--- config.mk ---
export PLATFORM = sky130hd
export DESIGN_NAME = n_clic_pq
export DESIGN_NICKNAME = d
export VERILOG_FILES = /design/src/rtl/n_clic_pq.sv
export SDC_FILE = /design/constraint.sdc
export NUM_CORES = 1
export LEC_CHECK = 0
export CAP_MARGIN = 20
export CORE_MARGIN = 2
export CORE_UTILIZATION = 35
export DETAILED_ROUTE_END_ITERATION = 8
export PLACE_DENSITY = 0.66
export SYNTH_ARGS = -nofsm -noshare
export SYNTH_HDL_FRONTEND = slang
export SYNTH_SLANG_ARGS = --single-unit
export TNS_END_PERCENT = 30
--- constraint.sdc ---
create_clock -name clk -period 29.4 [get_ports clk]
set_input_delay 5.88 -clock clk [delete_from_list [all_inputs] [get_ports clk]]
set_output_delay 5.88 -clock clk [all_outputs]
set_load 0.05 [all_outputs]
--- src/rtl/n_clic_pq.sv ---
// n_clic_pq: CLIC-style prioritized interrupt controller with CSR access and a nested-threshold stack.
// Latency: CSR read is combinational; CSR writes, pending and threshold update on the next edge; int_req trails state by one cycle.
// Backpressure: none; the core acks with int_take, and int_req is held low while the nesting stack is full.
//
// Ports: clk/reset (async active-low); csr_enable/csr_addr/csr_op/rs1_zimm/rs1_data -> out (old CSR value);
//        ext_irq lines; int_take/int_ret from the core; int_req/int_id/int_prio registered request; stack_full.
// csr_op encoding (funct3): 001 RW, 010 RS, 011 RC, 101 RWI, 110 RSI, 111 RCI; 000/100 perform no write.
// Optional feature macro: CLIC_LEVEL_TRIG_EN adds a per-vector trigger-mode bit (1 = level-sensitive).
module n_clic_pq #(
    parameter int N_VEC       = 8,
    parameter int PRIO_BITS   = 3,
    parameter int STACK_DEPTH = 4
) (
    input  logic                     clk,
    input  logic                     reset,
    input  logic                     csr_enable,
    input  logic [11:0]              csr_addr,
    input  logic [4:0]               rs1_zimm,
    input  logic [31:0]              rs1_data,
    input  logic [2:0]               csr_op,
    input  logic [N_VEC-1:0]         ext_irq,
    input  logic                     int_take,
    input  logic                     int_ret,
    output logic [31:0]              out,
    output logic                     int_req,
    output logic [$clog2(N_VEC)-1:0] int_id,
    output logic [PRIO_BITS-1:0]     int_prio,
    output logic                     stack_full
);
    localparam int IDW = $clog2(N_VEC);
    localparam int DW  = $clog2(STACK_DEPTH + 1);
`ifdef CLIC_LEVEL_TRIG_EN
    localparam int VW  = PRIO_BITS + 3;
`else
    localparam int VW  = PRIO_BITS + 2;
`endif

    logic [N_VEC-1:0]     pend_q, pend_d, en_q, en_d;
    logic [PRIO_BITS-1:0] prio_q  [N_VEC];
    logic [PRIO_BITS-1:0] prio_d  [N_VEC];
`ifdef CLIC_LEVEL_TRIG_EN
    logic [N_VEC-1:0]     trig_q, trig_d;
`endif
    logic [N_VEC-1:0]     irq_prev_q;
    logic [PRIO_BITS-1:0] thresh_q, thresh_d;
    logic [DW-1:0]        depth_q, depth_d;
    logic [PRIO_BITS-1:0] stack_q [STACK_DEPTH];
    logic [PRIO_BITS-1:0] stack_d [STACK_DEPTH];
    logic                 int_req_q, int_req_d;
    logic [IDW-1:0]       int_id_q, int_id_d;
    logic [PRIO_BITS-1:0] int_prio_q, int_prio_d;

    logic [31:0]          rdata, operand;
    logic [VW-1:0]        csr_new;
    logic                 csr_wr, take, ret;
    logic [N_VEC-1:0]     edges;
    logic [PRIO_BITS-1:0] pop_val, best_prio;
    logic [IDW-1:0]       best_id;
    logic                 found;

    // Current value of the addressed CSR; also the base for set/clear ops.
    always_comb begin
        rdata = '0;
        for (int i = 0; i < N_VEC; i++) begin
            if (csr_addr == 12'hB00 + 12'(i)) begin
`ifdef CLIC_LEVEL_TRIG_EN
                rdata = 32'({trig_q[i], prio_q[i], en_q[i], pend_q[i]});
`else
                rdata = 32'({prio_q[i], en_q[i], pend_q[i]});
`endif
            end
        end
        if (csr_addr == 12'h347) rdata = 32'(thresh_q);
        if (csr_addr == 12'h350) rdata = 32'(depth_q);
    end

    assign out     = csr_enable ? rdata : 32'd0;
    assign operand = csr_op[2] ? {27'd0, rs1_zimm} : rs1_data;

    always_comb begin
        case (csr_op[1:0])
            2'b01:   csr_new = operand[VW-1:0];
            2'b10:   csr_new = rdata[VW-1:0] | operand[VW-1:0];
            2'b11:   csr_new = rdata[VW-1:0] & ~operand[VW-1:0];
            default: csr_new = rdata[VW-1:0];
        endcase
    end

    // Set/clear with a zero operand is a pure read and must not write.
    assign csr_wr = csr_enable && (csr_op[1:0] != 2'b00) &&
                    ((csr_op[1:0] == 2'b01) || (operand != 32'd0));
    assign take   = int_take && int_req_q;
    assign ret    = int_int_ret_ok();
    assign edges  = ext_irq & ~irq_prev_q;
    assign stack_full = (depth_q == DW'(STACK_DEPTH));

    // A valid take in the same cycle wins over a return.
    function automatic logic int_int_ret_ok();
        return int_ret && !(int_take && int_req_q) && (depth_q != '0);
    endfunction

    always_comb begin
        pend_d   = pend_q;
        en_d     = en_q;
        prio_d   = prio_q;
`ifdef CLIC_LEVEL_TRIG_EN
        trig_d   = trig_q;
`endif
        thresh_d = thresh_q;
        depth_d  = depth_q;
        stack_d  = stack_q;
        pop_val  = '0;
        // Pending precedence: edge set over take clear over CSR write (applied in reverse order).
        for (int i = 0; i < N_VEC; i++) begin
            if (csr_wr && (csr_addr == 12'hB00 + 12'(i))) begin
                pend_d[i] = csr_new[0];
                en_d[i]   = csr_new[1];
                prio_d[i] = csr_new[2 +: PRIO_BITS];
`ifdef CLIC_LEVEL_TRIG_EN
                trig_d[i] = csr_new[VW-1];
`endif
            end
            if (take && (int_id_q == IDW'(i))) pend_d[i] = 1'b0;
            if (edges[i]) pend_d[i] = 1'b1;
`ifdef CLIC_LEVEL_TRIG_EN
            if (trig_q[i]) pend_d[i] = ext_irq[i];
`endif
        end
        for (int k = 0; k < STACK_DEPTH; k++) begin
            if (DW'(k) == depth_q - DW'(1)) pop_val = stack_q[k];
        end
        if (take) begin
            for (int k = 0; k < STACK_DEPTH; k++) begin
                if (DW'(k) == depth_q) stack_d[k] = thresh_q;
            end
            thresh_d = int_prio_q;
            depth_d  = depth_q + DW'(1);
        end else if (ret) begin
            thresh_d = pop_val;
            depth_d  = depth_q - DW'(1);
        end else if (csr_wr && (csr_addr == 12'h347)) begin
            thresh_d = csr_new[PRIO_BITS-1:0];
        end
    end

    // Highest priority wins; scanning downward with >= lets the lowest index win ties.
    always_comb begin
        found     = 1'b0;
        best_id   = '0;
        best_prio = '0;
        for (int i = N_VEC - 1; i >= 0; i--) begin
            if (pend_q[i] && en_q[i] && (prio_q[i] > thresh_q) &&
                (!found || (prio_q[i] >= best_prio))) begin
                found     = 1'b1;
                best_id   = IDW'(i);
                best_prio = prio_q[i];
            end
        end
        // Drop the request in the take cycle so a stale winner is never presented twice.
        int_req_d  = found && !stack_full && !take;
        int_id_d   = int_req_d ? best_id   : int_id_q;
        int_prio_d = int_req_d ? best_prio : int_prio_q;
    end

    always_ff @(posedge clk or negedge reset) begin
        if (!reset) begin
            pend_q     <= '0;
            en_q       <= '0;
            for (int i = 0; i < N_VEC; i++) prio_q[i] <= '0;
`ifdef CLIC_LEVEL_TRIG_EN
            trig_q     <= '0;
`endif
            irq_prev_q <= '0;
            thresh_q   <= '0;
            depth_q    <= '0;
            for (int k = 0; k < STACK_DEPTH; k++) stack_q[k] <= '0;
            int_req_q  <= 1'b0;
            int_id_q   <= '0;
            int_prio_q <= '0;
        end else begin
            pend_q     <= pend_d;
            en_q       <= en_d;
            prio_q     <= prio_d;
`ifdef CLIC_LEVEL_TRIG_EN
            trig_q     <= trig_d;
`endif
            irq_prev_q <= ext_irq;
            thresh_q   <= thresh_d;
            depth_q    <= depth_d;
            stack_q    <= stack_d;
            int_req_q  <= int_req_d;
            int_id_q   <= int_id_d;
            int_prio_q <= int_prio_d;
        end
    end

    assign int_req  = int_req_q;
    assign int_id   = int_id_q;
    assign int_prio = int_prio_q;
endmodule

==> qor.json, run 1 <==
{
  "worst_r2r_path_depth": {"value": 58},
  "place_inst": {"value": 915},
  "grt_max_degree": {"value": 74},
  "postSynthRegisterBits": {"value": 73},
  "irDropWorstVdd": {"value": 0.0310, "unit": "mV"},
  "worst_setup_hold_path_clk_slew": {"value": 0.06, "unit": "ns"},
  "report.power.total": {"value": 337, "unit": "uW"},
  "clock-sinks": {"value": 73},
  "vias_in_the_first_global_route": {"value": 4697},
  "die_width": {"value": 131, "unit": "um"},
  "timing_hold_violations_final": {"value": 0},
  "starting_density_of_the_core": {"value": 0.357},
  "cts_tree": {"value": "yes"},
  "final_max_slew_viol_count": {"value": 0},
  "layout-area-overhead-vs-synth": {"value": 20.3, "unit": "%"},
  "std_cell_core_area": {"value": 15900, "unit": "um2"},
  "criticalPathCategory": {"value": "primary input to output port"},
  "worstReg2RegEnd": {"value": "int_prio[0]"},
  "crit_path_cell_trace": {"value": "clkdlybuf4s50_1 > mux4_2 > mux2_2 > a22o_1 > mux2i_1 > nor2_1 > clkdlybuf4s50_1"},
  "number_of_levels_in_the_clock_h_tree": {"value": 3},
  "required": {"value": 23.52, "unit": "ns"},
  "fp.dieArea": {"value": 17200, "unit": "um2"},
  "post-cts-setup-buffer-count": {"value": 0},
  "clockRootBuffer": {"value": "sky130_fd_sc_hd__clkbuf_16"},
  "fmax": {"value": 0.0671, "unit": "GHz"},
  "synth-warning-count": {"value": 0},
  "power-per-cell-area": {"value": 49.4, "unit": "nW/um2"},
  "place.gp.congestion": {"value": 0.879},
  "crit_family": {"value": "buffers and inverters"},
  "route.detailed.wl_per_inst": {"value": 17.3, "unit": "um"},
  "fin_cells": {"value": 931},
  "r2r_start": {"value": "thresh_q[1]"},
  "clock_path_buffers": {"value": 2},
  "timing.clock.skew": {"value": 0.00724, "unit": "ns"},
  "critical_path.endpoint_type": {"value": "output port"},
  "route.detailed.drc": {"value": 0},
  "routed_wl": {"value": 16100, "unit": "um"},
  "vias": {"value": 4963},
  "rsz_0062_raised_after_global_routing": {"value": "no"},
  "synth_edf_count": {"value": 0},
  "antenna_found_initial": {"value": 1},
  "std_cell_rows": {"value": 46},
  "cap_viol_max_count": {"value": 0},
  "fin_tns_setup": {"value": 0, "unit": "ns"},
  "holdCritStartpoint": {"value": "irq_prev_q[2]"},
  "largest_incremental_delay_on_the_critical_path": {"value": 1.04, "unit": "ns"},
  "cp.buffers_inverters": {"value": 2},
  "worst_slew_margin_rel": {"value": 0.365},
  "synth_async_sr_flop_share": {"value": 1.00},
  "whs": {"value": 0.428, "unit": "ns"},
  "cts_made_buffers": {"value": 9},
  "most_frequently_used_flop_master_after_synthesis": {"value": "sky130_fd_sc_hd__dfrtp_1"},
  "gr-usage-all-layers": {"value": 0.188},
  "fin_util": {"value": 0.429},
  "finalInstanceArea": {"value": 6820, "unit": "um2"},
  "tritonroute_pass_1_iters": {"value": 4},
  "floorplan.die.height": {"value": 131, "unit": "um"},
  "placedInstanceArea": {"value": 6520, "unit": "um2"},
  "critPathMostFrequentCell": {"value": "sky130_fd_sc_hd__clkdlybuf4s50_1"},
  "timing.final.setup_violations": {"value": 0},
  "syn_inst": {"value": 640},
  "cts_resized": {"value": 0},
  "cp_slowest_cell": {"value": "sky130_fd_sc_hd__clkdlybuf4s50_1"},
  "clkLatencyLatePin": {"value": 0.34, "unit": "ns"},
  "layout.nets": {"value": 827},
  "ys_seq_area_frac": {"value": 0.322},
  "outcome": {"value": "complete, no violations"},
  "global_route_wire_length_before_repair": {"value": 25800, "unit": "um"},
  "globalRoute.totalOverflow": {"value": 0},
  "avgSynthCellArea": {"value": 8.86, "unit": "um2"},
  "critical_path.startpoint": {"value": "csr_addr[0]"},
  "timing_worst_slew_pin_value": {"value": 0.953, "unit": "ns"},
  "path_max_fanout": {"value": 20},
  "hold-path-cell-count": {"value": 1},
  "min_path_type": {"value": "register to register"},
  "detail_route.iter0.violations": {"value": 354},
  "drive_above_1_share": {"value": 0.0854},
  "post_syn_area": {"value": 5670, "unit": "um2"},
  "dp_hpwl": {"value": 12400, "unit": "um"},
  "fin_crit": {"value": 14.90, "unit": "ns"},
  "worst_ep_arrival_time": {"value": 9.02, "unit": "ns"},
  "worst_setup_path_start_kind": {"value": "primary input"},
  "io_pins": {"value": 105},
  "reg_to_reg_setup_timing_slack": {"value": 17.78, "unit": "ns"},
  "power.static_leakage": {"value": 2.85, "unit": "nW"},
  "critPathCapture": {"value": "out[1]"},
  "port_buffers": {"value": 77},
  "cp_num_cells": {"value": 7},
  "timing.final.crit_share": {"value": 0.507},
  "post-route-worst-setup-slack": {"value": 14.50, "unit": "ns"},
  "yosysUniqueCellTypes": {"value": 81},
  "vias_per_cell": {"value": 5.33},
  "dp_worst_setup_slack": {"value": 14.51, "unit": "ns"},
  "cts.hold.buffers_added": {"value": 0},
  "postRouteAntennaNets": {"value": 0}
}
## final cells by class
cell class | instances | area, um2
antenna | 1 | 2.50
clock buffer | 10 | 239
clock inverter | 5 | 56.3
fill | 1546 | 9060
inverter | 33 | 124
multi-input combinational | 512 | 3500
sequential | 73 | 1830
tap | 216 | 270
timing repair buffer | 81 | 798
## synthesized netlist by cell type, types with 5 or more instances
library cell	n	area share
sky130_fd_sc_hd__and2_1	6	0.0066
sky130_fd_sc_hd__o32ai_1	10	0.015
sky130_fd_sc_hd__a21oi_1	31	0.027
sky130_fd_sc_hd__mux2i_1	11	0.019
sky130_fd_sc_hd__nand2b_1	14	0.015
sky130_fd_sc_hd__nor3_1	13	0.011
sky130_fd_sc_hd__a31oi_1	5	0.0055
sky130_fd_sc_hd__dfrtp_1	73	0.32
sky130_fd_sc_hd__nor4_1	17	0.019
sky130_fd_sc_hd__nor2_1	39	0.026
sky130_fd_sc_hd__nand3_1	17	0.015
sky130_fd_sc_hd__or2_2	5	0.0055
sky130_fd_sc_hd__inv_1	32	0.021
sky130_fd_sc_hd__nand2_1	81	0.054
sky130_fd_sc_hd__ha_1	52	0.11
sky130_fd_sc_hd__clkbuf_1	13	0.0086
sky130_fd_sc_hd__nor2b_1	19	0.021
sky130_fd_sc_hd__mux2_2	6	0.012
sky130_fd_sc_hd__o22ai_1	6	0.0066
sky130_fd_sc_hd__o21ai_0	54	0.048
sky130_fd_sc_hd__buf_4	29	0.038
sky130_fd_sc_hd__mux4_2	8	0.032
sky130_fd_sc_hd__a21o_1	6	0.0079
## kinds of logic (layout without fill, tap and decap cells)
group                      after synthesis  count (layout)  synth area share
muxes                                   25              25            0.0631
and+or+nand+nor                        241             241             0.221
AOI/OAI and AO/OA                      164             164             0.197
other                                    1              28          0.000661
xor gates and xnor gates                 3               3           0.00463
adders and majority gates               52              52             0.115
DFF                                     73              73             0.322
buffers and inverters                   81             129            0.0772
## power by group
part           leakage [nW]  internal (mW)  switching, mW  total, mW
clock network         0.144         0.0674         0.0436      0.111
logic                  1.79         0.0428         0.0684      0.111
registers             0.919          0.107        0.00771      0.114
## cells in the final DEF (no fill, tap or decap), types with 3 or more instances in the layout
master                            instances
sky130_fd_sc_hd__a21o_1                   6
sky130_fd_sc_hd__a21oi_1                 31
sky130_fd_sc_hd__a22o_1                   3
sky130_fd_sc_hd__a22oi_1                  4
sky130_fd_sc_hd__a31oi_1                  5
sky130_fd_sc_hd__and2_1                   6
sky130_fd_sc_hd__buf_4                    5
sky130_fd_sc_hd__clkbuf_16                9
sky130_fd_sc_hd__clkdlybuf4s50_1         76
sky130_fd_sc_hd__conb_1                  27
sky130_fd_sc_hd__dfrtp_1                 73
sky130_fd_sc_hd__ha_1                    52
sky130_fd_sc_hd__inv_1                   32
sky130_fd_sc_hd__mux2_2                   6
sky130_fd_sc_hd__mux2i_1                 11
sky130_fd_sc_hd__mux4_2                   8
sky130_fd_sc_hd__nand2_1                 81
sky130_fd_sc_hd__nand2b_1                14
sky130_fd_sc_hd__nand3_1                 17
sky130_fd_sc_hd__nand4_1                  4
sky130_fd_sc_hd__nor2_1                  39
sky130_fd_sc_hd__nor2b_1                 19
sky130_fd_sc_hd__nor3_1                  13
sky130_fd_sc_hd__nor3b_1                  3
sky130_fd_sc_hd__nor4_1                  17
sky130_fd_sc_hd__o211a_1                  4
sky130_fd_sc_hd__o21a_1                   3
sky130_fd_sc_hd__o21ai_0                 54
sky130_fd_sc_hd__o22ai_1                  6
sky130_fd_sc_hd__o31a_1                   4
sky130_fd_sc_hd__o32ai_1                 10
sky130_fd_sc_hd__or2_2                    5
sky130_fd_sc_hd__or3_1                    4
## flip-flops by register name (all words and copies together), names as in the netlist
name and cells:
stack_q 12, en_q 8, pend_q 8, int_prio 3
int_req 1, prio_q 24, irq_prev_q 8, depth_q 3
thresh_q 3, int_id 3
## worst register-to-register path: cells and delay by family, from the launching register on
kind | cells | cell delay (ns)
DFF | 1 | 0.40
muxes | 1 | 0.19
and+or+nand+nor | 16 | 2.40
AOI/OAI and AO/OA | 27 | 5.75
adders and majority gates | 8 | 2.09
buffers and inverters | 6 | 0.66
## per-layer routing
metal / GRT usage / up-vias / share of wire
met2: 0.309 / 145 / 0.47
met1: 0.253 / 2366 / 0.46
met3: 0.0282 / 21 / 0.049
met5: 0 / - / 0
li1: - / 2431 / -
met4: 0.0658 / 0 / 0.019
## worst min-delay path by stage
stage / to / slack, ns
2_1_floorplan: pend_q[7] / 0.41
3_3_place_gp: pend_q[7] / 0.42
3_5_place_dp: pend_q[0] / 0.42
4_1_cts: pend_q[2] / 0.43
5_1_grt: pend_q[2] / 0.44
6_report: pend_q[2] / 0.43
Power figures use the tool's default switching activity.
==> run 2, diff against run 1 <==
clock period = 14.45 ns   (was 29.4 ns; I/O delays follow)
==> qor.json, run 2 (synthesis gave the netlist of run 1 again) <==
{
  "outcome": {"value": "complete, no violations"},
  "holdCritStartpoint": {"value": "irq_prev_q[7]"},
  "fin_crit": {"value": 11.43, "unit": "ns"},
  "cp.buffers_inverters": {"value": 5},
  "mostFrequentLayoutCell": {"value": "sky130_fd_sc_hd__nand2_1"},
  "crit_family": {"value": "compound AO/OA/AOI/OAI gates"},
  "rsz_0062_raised_after_global_routing": {"value": "no"},
  "antenna_found_initial": {"value": 0},
  "criticalPathCategory": {"value": "register to register"},
  "grt_max_degree": {"value": 74},
  "share_seq_of_total_power": {"value": 0.354},
  "fmax": {"value": 0.0875, "unit": "GHz"},
  "irDropWorstVdd": {"value": 0.0522, "unit": "mV"},
  "power_report.internal_total": {"value": 424, "unit": "uW"},
  "number_of_levels_in_the_clock_h_tree": {"value": 3},
  "port_buffers": {"value": 77},
  "grt_max_usage_layer": {"value": "met2"},
  "grtUsageMet2": {"value": 0.299},
  "layout.nets": {"value": 826},
  "reg_to_reg_setup_timing_slack": {"value": 3.02, "unit": "ns"},
  "cts_made_buffers": {"value": 9},
  "tritonroute_pass_1_iters": {"value": 5},
  "io_pins": {"value": 105},
  "power.static_leakage": {"value": 2.83, "unit": "nW"},
  "die_width": {"value": 131, "unit": "um"},
  "power.clock.fraction": {"value": 0.316},
  "combinationalPowerShare": {"value": 0.330},
  "std_cell_rows": {"value": 46},
  "postRouteAntennaNets": {"value": 0},
  "timing.hold.worst_endpoint": {"value": "pend_q[7]"},
  "floorplan.die.height": {"value": 131, "unit": "um"},
  "post-cts-setup-buffer-count": {"value": 0},
  "cap_viol_max_count": {"value": 0},
  "route.detailed.drc": {"value": 0},
  "power-per-cell-area": {"value": 97.2, "unit": "nW/um2"},
  "cts_resized": {"value": 0},
  "path_max_fanout": {"value": 12},
  "clock-sinks": {"value": 73},
  "cts_tree": {"value": "yes"},
  "fp.dieArea": {"value": 17200, "unit": "um2"},
  "regMostFlops": {"value": "prio_q"},
  "timing.clock.skew": {"value": 0.00855, "unit": "ns"},
  "starting_density_of_the_core": {"value": 0.357},
  "biggestRegsByFlops": {"value": "prio_q x24, stack_q x12"},
  "largest_register_ff_count": {"value": 24},
  "report.power.total": {"value": 659, "unit": "uW"},
  "cts.hold.buffers_added": {"value": 0},
  "sw_frac_of_total": {"value": 0.357},
  "globalRoute.totalOverflow": {"value": 0},
  "r2r_start": {"value": "thresh_q[1]"},
  "whs": {"value": 0.425, "unit": "ns"},
  "routed_wl": {"value": 15900, "unit": "um"},
  "timing.final.crit_share": {"value": 0.791},
  "worst_setup_hold_path_clk_slew": {"value": 0.06, "unit": "ns"},
  "vias_in_the_first_global_route": {"value": 4763},
  "critical_path.endpoint_type": {"value": "register"},
  "worst_ep_arrival_time": {"value": 11.67, "unit": "ns"},
  "hold-path-cell-count": {"value": 1},
  "switching_power": {"value": 235, "unit": "uW"},
  "global_route.usage.met3": {"value": 0.0313},
  "worst_slew_margin_rel": {"value": 0.364},
  "timing_hold_violations_final": {"value": 0},
  "worst_setup_path_start_kind": {"value": "register"},
  "timing.final.setup_violations": {"value": 0},
  "global_route_wire_length_before_repair": {"value": 25600, "unit": "um"},
  "min_path_type": {"value": "register to register"},
  "critical_path.startpoint": {"value": "thresh_q[1]"},
  "layout-area-overhead-vs-synth": {"value": 19.7, "unit": "%"},
  "fin_tns_setup": {"value": 0, "unit": "ns"},
  "clkLatencyLatePin": {"value": 0.34, "unit": "ns"},
  "std_cell_core_area": {"value": 15900, "unit": "um2"},
  "largest_incremental_delay_on_the_critical_path": {"value": 0.45, "unit": "ns"},
  "required": {"value": 14.70, "unit": "ns"},
  "detail_route.iter0.violations": {"value": 358},
  "fin_util": {"value": 0.427},
  "clockRootBuffer": {"value": "sky130_fd_sc_hd__clkbuf_16"},
  "place.gp.congestion": {"value": 0.945},
  "vias": {"value": 5007},
  "final_max_slew_viol_count": {"value": 0},
  "cp_slowest_cell": {"value": "sky130_fd_sc_hd__o32ai_1"},
  "route.detailed.wl_per_inst": {"value": 17.1, "unit": "um"},
  "timing_worst_slew_pin_value": {"value": 0.954, "unit": "ns"},
  "vias_per_cell": {"value": 5.40},
  "critPathMostFrequentCell": {"value": "sky130_fd_sc_hd__ha_1"},
  "dp_hpwl": {"value": 12100, "unit": "um"},
  "grt_use_met1": {"value": 0.253},
  "num_antenna_cells": {"value": 0},
  "worstReg2RegEnd": {"value": "int_prio[0]"},
  "worst_r2r_path_depth": {"value": 57},
  "clock_path_buffers": {"value": 2},
  "gr-usage-all-layers": {"value": 0.186},
  "most-common-layout-cells": {"value": "81 x sky130_fd_sc_hd__nand2_1, 76 x sky130_fd_sc_hd__clkdlybuf4s50_1, 73 x sky130_fd_sc_hd__dfrtp_1"},
  "drive_above_1_share": {"value": 0.0815}
}
-- run 2: cell types whose count changed in the layout (fill, tap and decap cells not counted), sizes merged --
| cell | change |
|---|---|
| clkinv | -3 |
| clkinvlp | +1 |
| buf | -1 |
| diode | -1 |
| clkbuf | +2 |
| bufinv | -1 |
-- run 2: power groups by stage --
stage	Combinational, mW	Clock [mW]	Sequential [mW]
floorplan	0.143	0	0.244
global placement	0.215	0	0.237
detailed placement	0.218	0	0.237
CTS	0.218	0.211	0.233
global route	0.241	0.220	0.235
finish	0.217	0.208	0.234
-- run 2: worst max-delay path by stage --
stage / end / depth (start not counted)
final: int_prio[0] / 57
after global routing: int_id[2] / 56
after CTS: int_prio[0] / 57
after detailed placement: int_prio[0] / 55
after global placement: int_prio[0] / 55
after floorplan: int_prio[0] / 57
-- run 2: area by class of cell --
type	instances	area, um2
clock buffer	12	256
clock inverter	2	15.0
sequential	73	1830
fill	1586	9100
multi-input combinational	512	3500
inverter	33	124
tap	216	270
timing repair buffer	80	791
-- run 2: per-layer routing --
layer	vias to the layer above	wire (um)
li1	2416	-
met5	-	0
met4	0	438
met2	160	7500
met3	28	742
met1	2403	7200
-- run 2: worst register-to-register path, delay by kind of cell (launching register included) --
kind / cells / cell delay [ns]
AOI/OAI and AO/OA: 27 / 5.54
adders and majority gates: 8 / 2.12
buffers and inverters: 5 / 0.72
DFF: 1 / 0.39
muxes: 1 / 0.19
and+or+nand+nor: 16 / 2.38
-- run 2: metrics by stage --
step | worst slack (ns) | std cells | instance area (um2)
floorplan | 4.25 | 666 | 5770
global placement | 3.36 | 914 | 6520
detailed placement | 3.11 | 914 | 6520
CTS | 3.06 | 928 | 6790
global route | 2.09 | 928 | 6790
finish | 3.02 | 928 | 6790
